## config.mk

```make
export PLATFORM = sky130hd
export DESIGN_NAME = stride_prefetch_predictor_flat
export DESIGN_NICKNAME = d
export VERILOG_FILES = /design/src/rtl/garuda_prefetch_pkg.sv /design/src/rtl/stride_prefetch_predictor_if.sv /design/src/rtl/stride_stream_entry.sv /design/src/rtl/stride_prefetch_predictor.sv /design/src/flat_wrapper.sv
export SDC_FILE = /design/constraint.sdc
export NUM_CORES = 1
export LEC_CHECK = 0
export BUFFER_PORTS_ARGS = -buffer_cell sky130_fd_sc_hd__buf_2
export CAP_MARGIN = 20
export CORE_ASPECT_RATIO = 0.8
export CORE_MARGIN = 2
export CORE_UTILIZATION = 50
export CTS_CLUSTER_DIAMETER = 60
export DETAILED_ROUTE_END_ITERATION = 6
export HOLD_SLACK_MARGIN = 0.1
export PLACE_DENSITY = 0.69
export SLEW_MARGIN = 30
export SYNTH_ARGS = -nofsm -noshare
export SYNTH_HDL_FRONTEND = slang
export SYNTH_HIERARCHICAL = 1
export SYNTH_SLANG_ARGS = --single-unit
export TNS_END_PERCENT = 10
```

## constraint.sdc

```tcl
create_clock -name clk_i -period 7.4 [get_ports clk_i]
set_clock_uncertainty 0.05 [all_clocks]
set_input_delay 1.11 -clock clk_i [delete_from_list [all_inputs] [get_ports clk_i]]
set_output_delay 1.11 -clock clk_i [all_outputs]
set_load 0.01 [all_outputs]
```

## src/rtl/garuda_prefetch_pkg.sv

```systemverilog
// Shared prefetch types: stream entry layout, signed stride, stream ids, per-entry state.
// Used by stride_prefetch_predictor (optional stats: PREFETCH_PRED_STATS_EN).
package garuda_prefetch_pkg;

    localparam int ADDR_WIDTH_DEF = 32;
    localparam int CONF_BITS_DEF  = 2;
    localparam int LINE_BYTES_DEF = 64;

    typedef logic signed [ADDR_WIDTH_DEF-1:0] stride_t;

    typedef enum logic [1:0] {
        SID_A,
        SID_B,
        SID_C,
        SID_OUT
    } sid_e;

    typedef enum logic [1:0] {
        ST_INIT,
        ST_TRAIN,
        ST_STEADY
    } entry_state_e;

    typedef struct packed {
        logic                      valid;
        logic [ADDR_WIDTH_DEF-1:0] last_addr;
        stride_t                   stride;
        logic [CONF_BITS_DEF-1:0]  conf;
    } stream_entry_t;

endpackage

```

## src/rtl/stride_prefetch_predictor_if.sv

```systemverilog
// Demand-access stream in, next-address prediction out (valid/ready).
// Handshake: a prediction transfers on a rising edge where predict_valid_o && predict_ready_i; while
// valid is high and ready low, addr stays stable. Accesses have no ready and are taken every cycle.
interface stride_prefetch_predictor_if #(
    parameter int ADDR_WIDTH = 32,
    parameter int SID_WIDTH  = 2
);

    logic                  access_valid_i;
    logic [ADDR_WIDTH-1:0] access_addr_i;
    logic [SID_WIDTH-1:0]  access_sid_i;
    logic                  predict_valid_o;
    logic [ADDR_WIDTH-1:0] predict_addr_o;
    logic [ADDR_WIDTH-1:0] predict_size_o;
    logic                  predict_ready_i;

    modport master (
        output access_valid_i,
        output access_addr_i,
        output access_sid_i,
        output predict_ready_i,
        input  predict_valid_o,
        input  predict_addr_o,
        input  predict_size_o
    );

    modport slave (
        input  access_valid_i,
        input  access_addr_i,
        input  access_sid_i,
        input  predict_ready_i,
        output predict_valid_o,
        output predict_addr_o,
        output predict_size_o
    );

endinterface

```

## src/rtl/stride_stream_entry.sv

```systemverilog
// One stream-table entry: learns a constant stride, saturating confidence, and offers a
// combinational next-address candidate in the cycle of a qualifying access.
module stride_stream_entry
    import garuda_prefetch_pkg::*;
#(
    parameter int ADDR_WIDTH  = 32,
    parameter int CONF_BITS   = 2,
    parameter int CONF_THRESH = 2
) (
    input  logic                  clk_i,
    input  logic                  rst_ni,
    input  logic                  flush_i,
    input  logic                  hit_i,
    input  logic [ADDR_WIDTH-1:0] addr_i,
    output logic                  cand_valid_o,
    output logic [ADDR_WIDTH-1:0] cand_addr_o,
    output entry_state_e          state_o
);

    localparam logic [CONF_BITS-1:0] THRESH   = CONF_BITS'(CONF_THRESH);
    localparam logic [CONF_BITS-1:0] CONF_MAX = '1;

    logic                         valid_q, valid_d;
    logic [ADDR_WIDTH-1:0]        last_addr_q, last_addr_d;
    logic signed [ADDR_WIDTH-1:0] stride_q, stride_d;
    logic [CONF_BITS-1:0]         conf_q, conf_d;
    logic signed [ADDR_WIDTH-1:0] delta;

    always_comb begin
        valid_d     = valid_q;
        last_addr_d = last_addr_q;
        stride_d    = stride_q;
        conf_d      = conf_q;
        // Modular difference reinterpreted as signed, so descending streams train too.
        delta       = addr_i - last_addr_q;
        if (flush_i) begin
            valid_d     = 1'b0;
            last_addr_d = '0;
            stride_d    = '0;
            conf_d      = '0;
        end else if (hit_i) begin
            valid_d     = 1'b1;
            last_addr_d = addr_i;
            if (!valid_q) begin
                stride_d = '0;
                conf_d   = '0;
            end else if ((delta == stride_q) && (delta != '0)) begin
                if (conf_q != CONF_MAX) conf_d = conf_q + CONF_BITS'(1);
            end else begin
                stride_d = delta;
                conf_d   = '0;
            end
        end
    end

    assign cand_valid_o = hit_i && !flush_i && valid_q && (conf_d >= THRESH);
    assign cand_addr_o  = addr_i + stride_d;

    always_comb begin
        state_o = ST_INIT;
        if (valid_q) state_o = (conf_q >= THRESH) ? ST_STEADY : ST_TRAIN;
    end

    always_ff @(posedge clk_i or negedge rst_ni) begin
        if (!rst_ni) begin
            valid_q     <= 1'b0;
            last_addr_q <= '0;
            stride_q    <= '0;
            conf_q      <= '0;
        end else begin
            valid_q     <= valid_d;
            last_addr_q <= last_addr_d;
            stride_q    <= stride_d;
            conf_q      <= conf_d;
        end
    end

endmodule

```

## src/rtl/stride_prefetch_predictor.sv

```systemverilog
// Stride prefetch predictor: NUM_STREAMS stride entries feeding one registered prediction slot.
// Define PREFETCH_PRED_STATS_EN to add saturating issued/dropped counters.
module stride_prefetch_predictor
    import garuda_prefetch_pkg::*;
#(
    parameter int NUM_STREAMS = 4,
    parameter int ADDR_WIDTH  = ADDR_WIDTH_DEF,
    parameter int CONF_BITS   = CONF_BITS_DEF,
    parameter int CONF_THRESH = 2,
    parameter int LINE_BYTES  = LINE_BYTES_DEF
) (
    input  logic                         clk_i,
    input  logic                         rst_ni,
    input  logic                         flush_i,
    stride_prefetch_predictor_if.slave   bus,
    output logic [NUM_STREAMS-1:0][1:0]  dbg_state_o
`ifdef PREFETCH_PRED_STATS_EN
    ,
    output logic [31:0]                  stat_issued_o,
    output logic [31:0]                  stat_dropped_o
`endif
);

    localparam int SID_W = $clog2(NUM_STREAMS);

    logic [NUM_STREAMS-1:0] hit;
    logic [NUM_STREAMS-1:0] cand_valid_vec;
    logic [ADDR_WIDTH-1:0]  cand_addr_arr [NUM_STREAMS];
    entry_state_e           state_arr [NUM_STREAMS];

    for (genvar g = 0; g < NUM_STREAMS; g++) begin : g_entry
        assign hit[g] = bus.access_valid_i && !flush_i && (bus.access_sid_i == SID_W'(g));

        stride_stream_entry #(
            .ADDR_WIDTH  (ADDR_WIDTH),
            .CONF_BITS   (CONF_BITS),
            .CONF_THRESH (CONF_THRESH)
        ) u_entry (
            .clk_i        (clk_i),
            .rst_ni       (rst_ni),
            .flush_i      (flush_i),
            .hit_i        (hit[g]),
            .addr_i       (bus.access_addr_i),
            .cand_valid_o (cand_valid_vec[g]),
            .cand_addr_o  (cand_addr_arr[g]),
            .state_o      (state_arr[g])
        );

        assign dbg_state_o[g] = state_arr[g];
    end

    logic                  cand_valid;
    logic [ADDR_WIDTH-1:0] cand_addr;
    logic                  handshake;
    logic                  slot_free;
    logic                  pred_valid_q, pred_valid_d;
    logic [ADDR_WIDTH-1:0] pred_addr_q, pred_addr_d;

    // At most one entry is hit per cycle, so the sid selects the only possible candidate.
    assign cand_valid = |cand_valid_vec;
    assign cand_addr  = cand_addr_arr[bus.access_sid_i];
    assign handshake  = pred_valid_q && bus.predict_ready_i;
    assign slot_free  = !pred_valid_q || handshake;

    always_comb begin
        pred_valid_d = pred_valid_q && !handshake;
        pred_addr_d  = pred_addr_q;
        if (flush_i) begin
            pred_valid_d = 1'b0;
        end else if (cand_valid && slot_free) begin
            pred_valid_d = 1'b1;
            pred_addr_d  = cand_addr;
        end
    end

    always_ff @(posedge clk_i or negedge rst_ni) begin
        if (!rst_ni) begin
            pred_valid_q <= 1'b0;
            pred_addr_q  <= '0;
        end else begin
            pred_valid_q <= pred_valid_d;
            pred_addr_q  <= pred_addr_d;
        end
    end

    assign bus.predict_valid_o = pred_valid_q;
    assign bus.predict_addr_o  = pred_addr_q;
    assign bus.predict_size_o  = ADDR_WIDTH'(LINE_BYTES);

`ifdef PREFETCH_PRED_STATS_EN
    logic [31:0] issued_q, issued_d;
    logic [31:0] dropped_q, dropped_d;
    logic        drop;

    // A candidate equal to the pending address is a duplicate, not a loss.
    assign drop = cand_valid && !slot_free && (cand_addr != pred_addr_q);

    always_comb begin
        issued_d  = issued_q;
        dropped_d = dropped_q;
        if (flush_i) begin
            issued_d  = '0;
            dropped_d = '0;
        end else begin
            if (handshake && (issued_q != '1)) issued_d = issued_q + 32'd1;
            if (drop && (dropped_q != '1))     dropped_d = dropped_q + 32'd1;
        end
    end

    always_ff @(posedge clk_i or negedge rst_ni) begin
        if (!rst_ni) begin
            issued_q  <= '0;
            dropped_q <= '0;
        end else begin
            issued_q  <= issued_d;
            dropped_q <= dropped_d;
        end
    end

    assign stat_issued_o  = issued_q;
    assign stat_dropped_o = dropped_q;
`endif

endmodule

```

## src/flat_wrapper.sv

```systemverilog
// flat-port wrapper written by rule: the top's interface ports become plain ports
module stride_prefetch_predictor_flat import garuda_prefetch_pkg::*;
#(
    parameter int NUM_STREAMS = 4,
    parameter int ADDR_WIDTH  = ADDR_WIDTH_DEF,
    parameter int CONF_BITS   = CONF_BITS_DEF,
    parameter int CONF_THRESH = 2,
    parameter int LINE_BYTES  = LINE_BYTES_DEF
)
  (clk_i, rst_ni, flush_i, dbg_state_o, bus_access_valid_i, bus_access_addr_i, bus_access_sid_i, bus_predict_ready_i, bus_predict_valid_o, bus_predict_addr_o, bus_predict_size_o);
  stride_prefetch_predictor_if #(.ADDR_WIDTH(ADDR_WIDTH), .SID_WIDTH(2)) bus_i ();
  input  logic clk_i;
  input  logic rst_ni;
  input  logic flush_i;
  output logic [NUM_STREAMS-1:0][1:0] dbg_state_o;
  input wire logic [$bits(bus_i.access_valid_i)-1:0] bus_access_valid_i;
  input wire logic [$bits(bus_i.access_addr_i)-1:0] bus_access_addr_i;
  input wire logic [$bits(bus_i.access_sid_i)-1:0] bus_access_sid_i;
  input wire logic [$bits(bus_i.predict_ready_i)-1:0] bus_predict_ready_i;
  output wire logic [$bits(bus_i.predict_valid_o)-1:0] bus_predict_valid_o;
  output wire logic [$bits(bus_i.predict_addr_o)-1:0] bus_predict_addr_o;
  output wire logic [$bits(bus_i.predict_size_o)-1:0] bus_predict_size_o;
  assign bus_i.access_valid_i = bus_access_valid_i;
  assign bus_i.access_addr_i = bus_access_addr_i;
  assign bus_i.access_sid_i = bus_access_sid_i;
  assign bus_i.predict_ready_i = bus_predict_ready_i;
  assign bus_predict_valid_o = bus_i.predict_valid_o;
  assign bus_predict_addr_o = bus_i.predict_addr_o;
  assign bus_predict_size_o = bus_i.predict_size_o;
  stride_prefetch_predictor #(.NUM_STREAMS(NUM_STREAMS), .ADDR_WIDTH(ADDR_WIDTH), .CONF_BITS(CONF_BITS), .CONF_THRESH(CONF_THRESH), .LINE_BYTES(LINE_BYTES)) u_core (.clk_i(clk_i), .rst_ni(rst_ni), .flush_i(flush_i), .bus(bus_i), .dbg_state_o(dbg_state_o));
endmodule
```

==> results of run 1 <==
## stage by stage
step	util, %	instances
global route	69.3	6127
finish	69.3	6129
detailed placement	66.2	6033
floorplan	-	3989
global placement	66.2	6033
CTS	68.7	6116
## flip-flops by register name, indices dropped and copies added, names as in the netlist
name	cells
u_core/g_entry.u_entry/stride_q	128
u_core/bus.predict_addr_o	32
u_core/g_entry.u_entry/last_addr_q	128
u_core/g_entry.u_entry/conf_q	8
u_core/bus.predict_valid_o	1
u_core/g_entry.u_entry/valid_q	4
## path summary, 6_finish.rpt
path / to / startpoint / depth (start not counted)
max: u_core/bus.predict_addr_o[29] / bus_access_addr_i[0] / 34
min: u_core/bus.predict_addr_o[11] / u_core/bus.predict_addr_o[11] / 1
max reg2reg: u_core/bus.predict_addr_o[29] / u_core/g_entry[0].u_entry/last_addr_q[0] / 32
min reg2reg: u_core/bus.predict_addr_o[11] / u_core/bus.predict_addr_o[11] / 1
max in group asynchronous: u_core/g_entry[1].u_entry/last_addr_q[20] / rst_ni / 2
min in group asynchronous: u_core/g_entry[0].u_entry/last_addr_q[1] / rst_ni / 1
## worst max-delay path: cells and delay by family
kind | cells | cell delay [ns]
compound gates | 15 | 3.27
simple gates | 7 | 1.78
fa+ha+maj | 3 | 0.77
mux | 2 | 0.71
buf+inv | 5 | 0.53
xor+xnor | 2 | 0.39
## layer usage
| layer | share of wire [%] | global-route usage (%) | vias to the layer above |
|---|---|---|---|
| met5 | 0.019 | 0 | - |
| met4 | 5.8 | 19.8 | 4 |
| met3 | 9.8 | 9.11 | 307 |
| met2 | 41 | 57.0 | 1648 |
| met1 | 44 | 56.0 | 17700 |
| li1 | - | - | 17200 |
## what timing repair did
| item | 4_1_cts | 5_1_grt |
|---|---|---|
| setup endpoints to repair | 24 | 26 |
| hold buffers | 0 | 0 |
| resized for setup | 47 | 72 |
| setup buffers | 4 | 12 |
| pin swaps | 28 | 60 |
## cell usage in the layout (no fill, tap or decap), types with 19 or more instances in the layout
cell          n
a22o_1       73
o31ai_1      21
mux4_2       31
buf_4      1302
a31oi_1      28
or4_1        19
nand4_1      53
and3_1       35
nor3b_1      29
mux2_4       27
conb_1       32
dfrtp_1     301
clkbuf_16    45
o21a_1       42
a21oi_1     193
or2_2        21
o2111ai_1    20
nor2b_1      39
nor2_1      433
nand3_1      90
o21ai_0     121
inv_1       228
nand2_1     228
mux2i_1     143
o21ai_1      32
o21bai_1     35
o211ai_1     44
a211oi_1     39
a21o_1       80
buf_2        76
ha_1        243
xnor2_1     168
xor2_1      100
and2_1       31
nand2b_1     61
a21oi_2      28
or3_1        40
nor3_1      102
nor4_1       45
## final cells by class
| cell class | count | area share [%] |
|---|---|---|
| Clock buffer | 56 | 2.62 |
| Tap cell | 870 | 2.34 |
| Sequential cell | 301 | 16.2 |
| Inverter | 231 | 1.89 |
| Antenna cell | 3 | 0.0162 |
| Timing Repair Buffer | 1403 | 22.8 |
| Multi-Input combinational cell | 3242 | 53.6 |
| Clock inverter | 23 | 0.507 |
## logic make-up (layout without fill, tap and decap cells)
| group | count (synthesis) | in the layout |
|---|---|---|
| multiplexers | 217 | 217 |
| buffers and inverters | 446 | 1713 |
| flip-flops | 301 | 301 |
| adder cells (fa/ha/maj) | 261 | 261 |
| other | 2 | 35 |
| AND/OR/NAND/NOR | 1372 | 1372 |
| XOR/XNOR | 307 | 307 |
| AO/OA/AOI/OAI | 1053 | 1053 |
## where the power goes
| group | leakage, nW | switching, mW | internal [mW] | total, mW |
|---|---|---|---|---|
| registers | 4.19 | 0.0122 | 1.66 | 1.68 |
| clock network | 0.712 | 0.927 | 1.25 | 2.18 |
| logic | 16.7 | 1.23 | 1.09 | 2.33 |
==> results.yml, run 1 <==
layout:
  seq_area_um2: 7530
  area_of_combinational_cells_with_multiple_inputs_um2: 24900
  layout-drive-gt1-share_pct: 34.2
  n_fill_cell: 5599
  syn2layout_area_growth_pct: 37.8
  design_area_um2: 46400
  finish.net_count: 5522
yosys:
  synth_area_leaders: "dfrtp_1, ha_1, nor2_1"
  synth-seq-cells: 301
  synthXorXnorAreaFrac_pct: 9.26
  synth_warnings: 6
  synthesis.instances: 3959
  synth_largest_area_cell: "dfrtp_1"
  synth.lib_cells_used.distinct: 147
  synthesized_area_fraction_occupied_by_ao_oa_aoi_and_oai_cells_pct: 22.9
  synth_commonest_cells: "nor2_1, dfrtp_1, ha_1, inv_1, nand2_1"
  netlist_area_um2: 33700
  async_reset_ff_share_pct: 100
  synth_top_family_by_area: "compound AO/OA/AOI/OAI gates"
  share_of_cell_area_taken_by_muxes_after_synthesis_pct: 8.14
  avgSynthCellArea_um2: 8.51
  ys_seq_area_share_pct: 22.4
  synth_simple_gate_area_share_pct: 21.2
  yosys_most_used_dff: "dfrtp_1"
  synth.top_cell.area_share_pct: 22.4
  synthMostInstantiatedCell: "nor2_1"
  synth_enable_flop_cells: 0
  synth_fa_ha_area_share_pct: 9.87
die:
  dieArea_um2: 69500
  die_width_um: 294
  die_h_um: 236
  design.core.area_um2: 67000
  effective_utilization_at_floorplan_pct: 50.3
  row_count: 85
  floorplan.io_pins: 112
timing:
  worst_slew_pin_tran_ns: 0.945
  finalSetupTns_ns: -9.53
  grt_setup_unrepaired: "yes"
  worst_hold_slack_ns: 0.449
  fmax_mhz: 123
  report.final.hold_viol_count: 0
  final.setup.worst_slack_ns: -0.726
  final.period_utilization_pct: 110
  relSlewSlack_pct: 37.0
  timing_max_transition_violations_final: 0
  layout_min_cycle_time_ns: 8.13
  setup_violations: 23
clock_tree:
  clock_tree.htree_level_count: 2
  insertion_delay_ns: 0.62
  tritoncts: "built"
  cts_buf_count: 44
  clock-sinks: 301
  cts.root.buffer_cell: "clkbuf_16"
  cts.path.max_buffers: 3
  clk_transition_reported_paths_ns: 0.06
global_routing:
  grt_first_pass_wirelength_um: 211000
  grt_util_all_layers_pct: 39.8
  gr-total-overflow: 0
  grt_start_max_net_pins: 140
  antenna_violations_before_repair: 10
  vias_in_the_first_global_route: 34900
worst_setup_path:
  cpMaxStageDelayCell: "or4b_1"
  critical_path_required_ns: 7.85
  timing.reg2reg.setup_slack_ns: -0.48
  worstSetupPathType: "input pin to register"
  crit_path_end_kind: "register"
  critical-path-max-stage-delay_ns: 0.53
  critPathMaxFanout: 5
  critical_path_arrival_ns: 8.58
  cpMostUsedCell: "a211oi_2"
  timing.critical_path.from_type: "input pin"
worst_hold_path:
  hold_path.class: "register to register"
power_and_ir_drop:
  worst_ir_drop_vdd_mv: 0.162
  powerDensity_nw_per_um2: 133
  report.power.total_mw: 6.18
  power.leakage_nw: 21.6
placement:
  finalWeightedCongestion: 1.08
  postPlaceCellArea_um2: 44400
  placement.setup.worst_slack_ns: -1.29
  port_buffers: 79
  detailedPlacementHpwl_um: 114000
outcome:
  violated_checks: "negative setup slack"
  run_status: "finished with violations"
route:
  postRouteAntennaNets: 0
  drtPass1Iterations: 6
  drc: 0
  detail_route.wl_per_cell_um: 23.1
  wirelength_um: 141000
  vias: 36800
  dr.first_iter.drc_count: 3758
  via_per_inst: 6.01
job:
  maxCapViolCount: 0
Power figures use the tool's default switching activity.
==> run 2, diff against run 1 <==
--- a/config.mk
+++ b/config.mk
@@ -12,6 +12,7 @@
 export CORE_UTILIZATION = 50
 export CTS_CLUSTER_DIAMETER = 60
 export DETAILED_ROUTE_END_ITERATION = 6
+export GPL_TIMING_DRIVEN = 0
 export HOLD_SLACK_MARGIN = 0.1
 export PLACE_DENSITY = 0.69
 export SLEW_MARGIN = 30
==> run 2 against run 1 <==
  * The run still ends with negative setup slack left
  * Cell area down 15%
  * Critical path type unchanged
  * Routed wire length down 13%
  * Global-route usage down 5.2 points
  * First-iteration DRC count down 4.0%
  * Sequential share of layout area up 2.9 points
  * Critical path depth unchanged
  * Utilization down 10 points
  * Critical endpoint is now u_core/bus.predict_addr_o[31]
  * Combinational power down 23%
  * Total power down 8.8%
==> results.yml, run 2 (synthesized netlist as in run 1, its figures left out) <==
worst_setup_path:
  cpMaxStageDelayCell: "mux4_2"
  critical_path_arrival_ns: 8.66
  critPathMaxFanout: 7
  cpMostUsedCell: "buf_6"
  critical-path-max-stage-delay_ns: 0.59
  crit_path_end_kind: "register"
  critical_path_required_ns: 7.82
  worstSetupPathType: "input pin to register"
  timing.critical_path.from_type: "input pin"
layout:
  layout-drive-gt1-share_pct: 18.7
  layout_common_cells: "nor2_1, dfrtp_1, inv_1"
  syn2layout_area_growth_pct: 17.0
  layout.cells.most_common: "nor2_1"
  finish.net_count: 4494
  design_area_um2: 39400
power_and_ir_drop:
  powerDensity_nw_per_um2: 143
  power.leakage_nw: 16.5
  worst_ir_drop_vdd_mv: 0.176
  report.power.total_mw: 5.64
die:
  floorplan.io_pins: 112
  dieArea_um2: 69500
  die_h_um: 236
  row_count: 85
  design.core.area_um2: 67000
  die_width_um: 294
  effective_utilization_at_floorplan_pct: 50.3
outcome:
  run_status: "finished with violations"
  violated_checks: "negative setup slack"
global_routing:
  gr-total-overflow: 0
  grt_util_all_layers_pct: 34.7
  grt_first_pass_wirelength_um: 184000
  grt_start_max_net_pins: 85
  vias_in_the_first_global_route: 29500
  antenna_violations_before_repair: 11
route:
  vias: 32600
  dr.first_iter.drc_count: 3608
  met2RoutedLength_um: 49800
  m1WireLength_um: 56400
  wirelength_um: 123000
  postRouteAntennaNets: 0
  maxUsedRoutingLayer: "met5"
  drc: 0
  via_per_inst: 6.40
  detail_route.wl_per_cell_um: 24.2
  drtPass1Iterations: 6
  routed-wl-met3_um: 12400
timing:
  setup_violations: 22
  final.period_utilization_pct: 111
  layout_min_cycle_time_ns: 8.24
  relSlewSlack_pct: 27.7
  worst_hold_slack_ns: 0.341
  worst_slew_pin_tran_ns: 1.08
  final.setup.worst_slack_ns: -0.838
  timing_max_transition_violations_final: 0
  grt_setup_unrepaired: "yes"
  report.final.hold_viol_count: 0
  fmax_mhz: 121
clock_tree:
  clock_tree.htree_level_count: 2
  insertion_delay_ns: 0.60
  cts_buf_count: 41
  cts.root.buffer_cell: "clkbuf_16"
  tritoncts: "built"
  clock-sinks: 301
  clk_transition_reported_paths_ns: 0.06
  cts.path.max_buffers: 3
  postCtsHoldBufs: 0
placement:
  port_buffers: 77
  detailedPlacementHpwl_um: 92000
  postPlaceCellArea_um2: 35700
  placement.setup.worst_slack_ns: -2.67
  finalWeightedCongestion: 1.04
worst_hold_path:
  hold_path.class: "input pin to async pin"
job:
  maxCapViolCount: 0
-- run 2: changes by cell type in the layout (fill, tap and decap cells not counted), sizes merged --
cell,delta
inv,-9
clkinv,-2
clkdlybuf4s50,+1
buf,-1111
bufinv,+5
clkinvlp,+4
clkbuf,+81
diode,-2
-- run 2: final timing paths --
check	slack [ns]	start	to	depth (start not counted)
min in group clk_i	0.45	u_core/bus.predict_addr_o[10]	u_core/bus.predict_addr_o[10]	1
max reg2reg	-0.54	u_core/g_entry[0].u_entry/last_addr_q[0]	u_core/bus.predict_addr_o[31]	32
max	-0.84	bus_access_addr_i[0]	u_core/bus.predict_addr_o[31]	34
min	0.34	rst_ni	u_core/g_entry[0].u_entry/last_addr_q[6]	1
max in group asynchronous	5.84	rst_ni	u_core/g_entry[3].u_entry/last_addr_q[15]	3
min reg2reg	0.45	u_core/bus.predict_addr_o[10]	u_core/bus.predict_addr_o[10]	1
-- run 2: where the power goes --
| group | internal (mW) | switching, mW | leakage (nW) |
|---|---|---|---|
| registers | 1.66 | 0.0114 | 4.19 |
| logic | 0.669 | 1.12 | 11.7 |
| clock network | 1.34 | 0.835 | 0.693 |
-- run 2: what timing repair did --
action                                  CTS  global route
resized for setup                       234           118
endpoints found under the setup margin   32            26
pin swaps                                69            80
setup buffers                            62            33
-- run 2: area by class of cell --
| class | count | area [um^2] |
|---|---|---|
| fill | 6111 | 27600 |
| buffer | 202 | 1230 |
| antenna | 1 | 2.50 |
| clock buffer | 52 | 1140 |
| sequential | 301 | 7530 |
| tap | 870 | 1090 |
| multi-input combinational | 3242 | 25800 |
| timing repair buffer | 176 | 1430 |
| inverter | 231 | 885 |
| clock inverter | 21 | 313 |
-- run 2: metrics by stage --
step	utilization (%)	std cells	TNS (ns)
4_1_cts	57.7	5065	-9.04
5_1_grt	58.8	5095	-17.00
6_report	58.8	5096	-12.56
3_3_place_gp	53.1	4936	-310.27
2_1_floorplan	-	3989	-3.43
3_5_place_dp	53.3	4940	-52.52
-- run 2: per-layer routing --
| metal | vias up | GRT usage, % |
|---|---|---|
| met5 | - | 0 |
| met4 | 4 | 11.5 |
| met3 | 219 | 7.50 |
| met2 | 1504 | 48.8 |
| met1 | 15800 | 52.0 |
| li1 | 15100 | - |
-- run 2: critical path, delay by kind of cell --
family | cells | cell delay [ns]
AOI/OAI and AO/OA | 14 | 2.90
and+or+nand+nor | 6 | 1.66
muxes | 2 | 0.88
adders and majority gates | 3 | 0.80
buffers and inverters | 6 | 0.66
xor gates and xnor gates | 3 | 0.63
